==> config.mk <==
export PLATFORM = sky130hd
export DESIGN_NAME = svc_rv_stage_pc
export DESIGN_NICKNAME = d
export VERILOG_FILES = /design/src/rtl/svc_rv_stage_pc.sv
export SDC_FILE = /design/constraint.sdc
export NUM_CORES = 1
export LEC_CHECK = 0
export CAP_MARGIN = 20
export CELL_PAD_IN_SITES_DETAIL_PLACEMENT = 0
export CELL_PAD_IN_SITES_GLOBAL_PLACEMENT = 1
export CORE_ASPECT_RATIO = 0.8
export CORE_MARGIN = 2
export CORE_UTILIZATION = 29
export CTS_BUF_LIST = sky130_fd_sc_hd__clkbuf_8 sky130_fd_sc_hd__clkbuf_16
export DETAILED_ROUTE_END_ITERATION = 7
export PLACE_DENSITY = 0.89
export SLEW_MARGIN = 30
export SYNTH_ARGS = -nofsm -noshare
export SYNTH_HDL_FRONTEND = slang
export SYNTH_SLANG_ARGS = --single-unit
==> constraint.sdc <==
create_clock -name clk -period 2.85 [get_ports clk]
set_input_delay 0.57 -clock clk [delete_from_list [all_inputs] [get_ports clk]]
set_output_delay 0.57 -clock clk [all_outputs]
set_load 0.01 [all_outputs]
==> src/rtl/svc_rv_stage_pc.sv <==
// Program-counter stage: holds the fetch PC and selects next-PC from redirect, held redirect, BTB/RAS or sequential.
// Optional redirect/prediction counters are built when SVC_RV_PC_STATS_EN is defined.
module svc_rv_stage_pc #(
    parameter int                XLEN     = 32,
    parameter logic [XLEN-1:0]   RESET_PC = '0,
    parameter int                BPRED    = 1
) (
    input  logic            clk,
    input  logic            rst_n,
    input  logic            advance,
    input  logic            redirect_valid,
    input  logic [XLEN-1:0] redirect_tgt,
    input  logic            btb_hit_if,
    input  logic            btb_pred_taken_if,
    input  logic [XLEN-1:0] btb_tgt_if,
    input  logic            btb_is_return_if,
    input  logic            ras_valid_if,
    input  logic [XLEN-1:0] ras_tgt_if,
    output logic [XLEN-1:0] pc,
    output logic [XLEN-1:0] pc_next,
    output logic            valid_if,
    output logic [31:0]     redirect_cnt,
    output logic [31:0]     pred_cnt
);

    localparam logic [XLEN-1:0] PC_STEP = XLEN'(4);

    logic [XLEN-1:0] pc_q, pc_d;
    logic            valid_q, valid_d;
    logic            first_fetch_q, first_fetch_d;
    logic            pend_valid_q, pend_valid_d;
    logic [XLEN-1:0] pend_tgt_q, pend_tgt_d;
    logic            pred_taken;
    logic [XLEN-1:0] pred_tgt;
    logic [XLEN-1:0] pc_next_c;

    assign pred_taken = (BPRED != 0) && valid_q && btb_hit_if && btb_pred_taken_if;
    assign pred_tgt   = (btb_is_return_if && ras_valid_if) ? ras_tgt_if : btb_tgt_if;

    // Redirects outrank everything, including the first-fetch hold and predictions.
    always_comb begin
        if (redirect_valid) begin
            pc_next_c = redirect_tgt;
        end else if (pend_valid_q) begin
            pc_next_c = pend_tgt_q;
        end else if ((BPRED != 0) && first_fetch_q) begin
            pc_next_c = pc_q;
        end else if (pred_taken) begin
            pc_next_c = pred_tgt;
        end else begin
            pc_next_c = pc_q + PC_STEP;
        end
    end

    // NOTE: every variable gets a default at the top of the block so no path leaves it unassigned (no latch).
    always_comb begin
        pc_d          = pc_q;
        valid_d       = 1'b1;
        first_fetch_d = first_fetch_q;
        pend_valid_d  = pend_valid_q;
        pend_tgt_d    = pend_tgt_q;

        if (advance) begin
            pc_d         = pc_next_c;
            pend_valid_d = 1'b0;
            if (valid_q) begin
                first_fetch_d = 1'b0;
            end
        end else if (redirect_valid) begin
            pend_valid_d = 1'b1;
            pend_tgt_d   = redirect_tgt;
        end
    end

    // NOTE: reset is synchronous, so it is tested inside the clocked branch rather than in the sensitivity list.
    always_ff @(posedge clk) begin
        if (!rst_n) begin
            pc_q          <= RESET_PC;
            valid_q       <= 1'b0;
            first_fetch_q <= 1'b1;
            pend_valid_q  <= 1'b0;
            pend_tgt_q    <= '0;
        end else begin
            // NOTE: state registers use non-blocking assignments so all flops sample the same pre-edge values.
            pc_q          <= pc_d;
            valid_q       <= valid_d;
            first_fetch_q <= first_fetch_d;
            pend_valid_q  <= pend_valid_d;
            pend_tgt_q    <= pend_tgt_d;
        end
    end

`ifdef SVC_RV_PC_STATS_EN
    logic [31:0] redirect_cnt_q, redirect_cnt_d;
    logic [31:0] pred_cnt_q, pred_cnt_d;
    logic        pred_sel;

    // A prediction counts only when nothing of higher priority took the slot.
    assign pred_sel = pred_taken && !redirect_valid && !pend_valid_q && !first_fetch_q;

    always_comb begin
        redirect_cnt_d = redirect_cnt_q;
        pred_cnt_d     = pred_cnt_q;
        if (advance && (redirect_valid || pend_valid_q)) begin
            redirect_cnt_d = redirect_cnt_q + 32'd1;
        end
        if (advance && pred_sel) begin
            pred_cnt_d = pred_cnt_q + 32'd1;
        end
    end

    always_ff @(posedge clk) begin
        if (!rst_n) begin
            redirect_cnt_q <= '0;
            pred_cnt_q     <= '0;
        end else begin
            redirect_cnt_q <= redirect_cnt_d;
            pred_cnt_q     <= pred_cnt_d;
        end
    end

    assign redirect_cnt = redirect_cnt_q;
    assign pred_cnt     = pred_cnt_q;
`else
    assign redirect_cnt = '0;
    assign pred_cnt     = '0;
`endif

    assign pc       = pc_q;
    assign pc_next  = pc_next_c;
    assign valid_if = valid_q;

endmodule

* Word level (Yosys, flattened, before mapping) *
Index checks and enable logic that the tools add are counted.

word-level totals
  word-level logic and storage cells = 20
  latch bits = 0
  output and inout port bits = 129
  bits of input ports = 104
  memory bits (read-only) = 0
  bits in writable memories = 0
  flip-flop bits (word level) = 67
  memories kept = 0

cells by class
  order comparisons = 0
  mux-type cells = 6
  bitwise gates (word level) = 2
  divide/modulo/power cells = 0
  reduce and logical (&&, ||, !) cells = 6
  equal/unequal tests = 0
  $mul = 0
  shifts and indexed selects = 0
  add/sub/neg operators = 1

operator list
  operator                                                         count
  32-bit two-way mux                                               5
  32-bit by 3-bit adder with 32-bit output, second input constant  1
  2-bit AND reduction                                              2
  1-bit logical AND                                                3
  1-bit NOT                                                        2
  2-bit OR reduction                                               1
  1-bit two-way mux                                                1

* Depth between registers and ports, before layout *
  word-level depth = 6
  depth in mapped cells = 8
  gate-level depth less buffers = 7

* Worst setup path before layout *
No wires, ideal clock.

  path type = register to output
  start point = register pc_q[2] (netlist: pc[2])
  end point = output pc_next[30]
  buffers on the path = 0
  data required time = 2,280 ps
  cell stages (with the launch flop) = 8
  setup slack = 301 ps
  arrival time = 1,979 ps
  cells stage by stage = dfxtp_1 ha_1 and4_4 nand2_1 or4_1 nor3_1 a21oi_1 o21bai_1

on the way
  cells in the longest elaborated chain, start to end = 5

ends and longest elaborated chain
  item                                      line  text
  start, declared                           28    logic [XLEN-1:0] pc_q, pc_d;
  start signal, assigned                    85    pc_q <= pc_d;
  32-bit by 3-bit adder with 32-bit output  51    pc_next_c = pc_q + PC_STEP;
  32-bit two-way mux                        48    end else if (pred_taken) begin
  32-bit two-way mux                        46    end else if ((BPRED != 0) && first_fetch_q) begin
  32-bit two-way mux                        44    end else if (pend_valid_q) begin
  32-bit two-way mux                        42    if (redirect_valid) begin
  end, declared                             20    output logic [XLEN-1:0] pc_next,

Every way passes these cells.

* Final worst setup path *
  start point = register pc_q[21] (netlist: pc[21])
  end point = output pc_next[30]

The elaborated chain is that of the path after synthesis.

==> impl_metrics.toml <==
[run_status]
outcome = "complete, but fails checks"
violations = "negative setup slack"

[yosys]
synth_edf_count = 0
yosysWarnings = 0
synth_seq_cells = 67
netlist_top_cells_area = "dfxtp_1 26%, nand2_1 9.7%, buf_4 9.6%"
async_flop_share = 0
synth_area_sq_um = 5140
synth.distinct_cells = 69
yosysTopAreaCell = "dfxtp_1"
synthCells = 697
syn_area_per_cell_sq_um = 7.38
synth_seq_area_share = 0.261
synthFlopType = "dfxtp_1"
yosysTopAreaCellShare = 0.261

[timing]
tightest_slew_ns = 0.566
timing.final.ws_setup_ns = -0.0148
period_share = 1.01
finClkSkew_ns = 0.00866
fmax_ghz = 0.349
whs_ns = 0.461
period_minus_slack_ns = 2.86
maxSlewViolCount = 0
rsz0062_at_grt = "yes"
hold_viol = 0
setup_viol = 1
max_slew_margin = 0.623

[clock_tree]
root_buffer = "clkbuf_16"
cts.sinks = 67
tritoncts = "yes"
clkTransAtPathRegs_ns = 0.06
ctsHoldBuffers = 0
insertion_delay_ns = 0.35
cts_buffers = 9
htree_levels = 3
clock_path_buffers = 2

[place]
place_inst = 1164
gp_congestion = 0.926
dp_hpwl_um = 17000
io_buffers = 168

[global_routing]
grt_pass1_wl_um = 33300
antenna_found_initial = 1
overflow = 0
grt_use_total = 0.230
grt_pass1_vias = 5824
grt_start_max_net_pins = 70

[die]
rows = 43
fp.dieArea_sq_um = 18800
die_y_um = 123
die_w_um = 153
io-pin-count = 233
coreArea_sq_um = 17300
start_util = 0.297

[detailed_routing]
antenna_left = 0
wire_per_inst_um = 18.8
drcViolationCount = 0
dr.pass1.iters = 5
vias = 6254
viasPerCell = 5.23
drt_iter0_markers = 543
routed_wl_um = 22500

[setup_path]
ff2ff_setup_slack_ns = 0.65
critPathMaxFanout = 3
criticalPathCategory = "register to primary output"
arrival_ns = 2.29
worstPathRequired_ns = 2.28
critPathLaunchType = "register"
cp-end-kind = "primary output"

[run]
maxCapViolCount = 0

[power]
p_leak_uw = 0.00336
peakVddDrop_uv = 214
pwr_density_cell_nw_per_um2 = 394
power_uw = 3230

[cells_and_area]
nFillCells = 1739
syn_to_final_growth_pct = 59.7
mostFrequentLayoutCells = "130 x clkdlybuf4s50_1, 130 x buf_4, 129 x nand2_1"
diodes = 0
drive_gt1_frac = 0.285
final_cells = 1195
fin_nets = 1070
postLayoutCoreUtil = 0.474

[hold_path]
worstHoldPathType = "register to register"
timing repair:
action	4_1_cts	5_1_grt
endpoints found under the setup margin	32	23
setup buffers	5	11
gates resized for setup	126	60
gates cloned	0	0
pin swaps	14	25
layer usage:
metal,global-route usage,share of wire,up-vias
li1,-,-,2933
met1,0.323,0.45,2972
met2,0.342,0.43,303
met3,0.0547,0.088,44
met4,0.0845,0.027,2
met5,0,0.00071,-
cell type report:
| cell class | instances | area, sq um | area share |
|---|---|---|---|
| Clock inverter | 7 | 70.1 | 0.00853 |
| Inverter | 9 | 33.8 | 0.00411 |
| Timing Repair Buffer | 313 | 2750 | 0.335 |
| Tap cell | 225 | 282 | 0.0343 |
| Multi-Input combinational cell | 565 | 3500 | 0.426 |
| Clock buffer | 9 | 225 | 0.0274 |
| Sequential cell | 67 | 1350 | 0.164 |
path summary, 6_finish.rpt:
| kind | from | end | cells after the start |
|---|---|---|---|
| min reg2reg | pend_tgt_q[9]$_SDFFE_PN0P_ | pend_tgt_q[9]$_SDFFE_PN0P_ | 2 |
| min | pend_tgt_q[9]$_SDFFE_PN0P_ | pend_tgt_q[9]$_SDFFE_PN0P_ | 2 |
| max | pc[21]$_SDFFE_PN0P_ | pc_next[30] | 8 |
| max reg2reg | pc[3]$_SDFFE_PN0P_ | pc[10]$_SDFFE_PN0P_ | 11 |
cell families (layout without fill, tap and decap cells):
kind of cell               after synthesis  after routing  share of synthesized area
xor gates and xnor gates                 3              3                    0.00511
other                                    1             64                   0.000729
and+or+nand+nor                        241            241                      0.220
DFF                                     67             67                      0.261
adders and majority gates                1              1                    0.00243
muxes                                   20             20                     0.0397
buffers and inverters                  128            338                      0.155
AOI/OAI and AO/OA                      236            236                      0.316
worst max-delay path, stage by stage, from the launching register on:
cell      delay (ns)
dfxtp_1         0.34
and4_4          0.27
buf_4           0.12
nand2_1         0.09
or4_4           0.58
nor3_4          0.13
a21oi_2         0.04
o21bai_1        0.20
buf_2           0.17
metrics by stage:
| step | area [sq um] | setup WS (ns) | TNS, ns |
|---|---|---|---|
| detailed placement | 7610 | -0.604 | -13.95 |
| finish | 8210 | -0.0148 | -0.0148 |
| global route | 8210 | -0.0974 | -0.290 |
| global placement | 7610 | -0.564 | -13.56 |
| floorplan | 5380 | 0.301 | 0 |
| CTS | 8090 | -0.0410 | -0.0410 |
state kept, by name (all words and copies together) (netlist names):
signal,cells
pend_tgt_q,32
valid_if,1
pend_valid_q,1
first_fetch_q,1
pc,32
synthesized netlist by cell type, types with 3 or more instances:
| cell | number |
|---|---|
| a211oi_1 | 7 |
| a21boi_0 | 32 |
| a21oi_1 | 36 |
| a221oi_1 | 5 |
| a22oi_1 | 19 |
| a311oi_1 | 5 |
| a31oi_1 | 14 |
| and3_1 | 5 |
| and4_4 | 4 |
| buf_1 | 4 |
| buf_2 | 7 |
| buf_4 | 66 |
| clkbuf_1 | 36 |
| clkbuf_8 | 3 |
| dfxtp_1 | 67 |
| inv_1 | 8 |
| mux2_2 | 3 |
| mux2i_1 | 17 |
| nand2_1 | 133 |
| nand3_1 | 19 |
| nand4_1 | 7 |
| nor2_1 | 36 |
| nor3_1 | 7 |
| nor4_1 | 6 |
| o211ai_1 | 4 |
| o21ai_0 | 56 |
| o21ba_2 | 17 |
| o221a_2 | 3 |
| o221ai_1 | 10 |
| o22ai_1 | 4 |
| or4_1 | 4 |
| xnor2_1 | 3 |
power by group:
part	internal, uW	total (uW)	switching [uW]
registers	995	1040	47.5
logic	515	1020	509
clock network	675	1160	489
(Power assumes the default switching activity.)
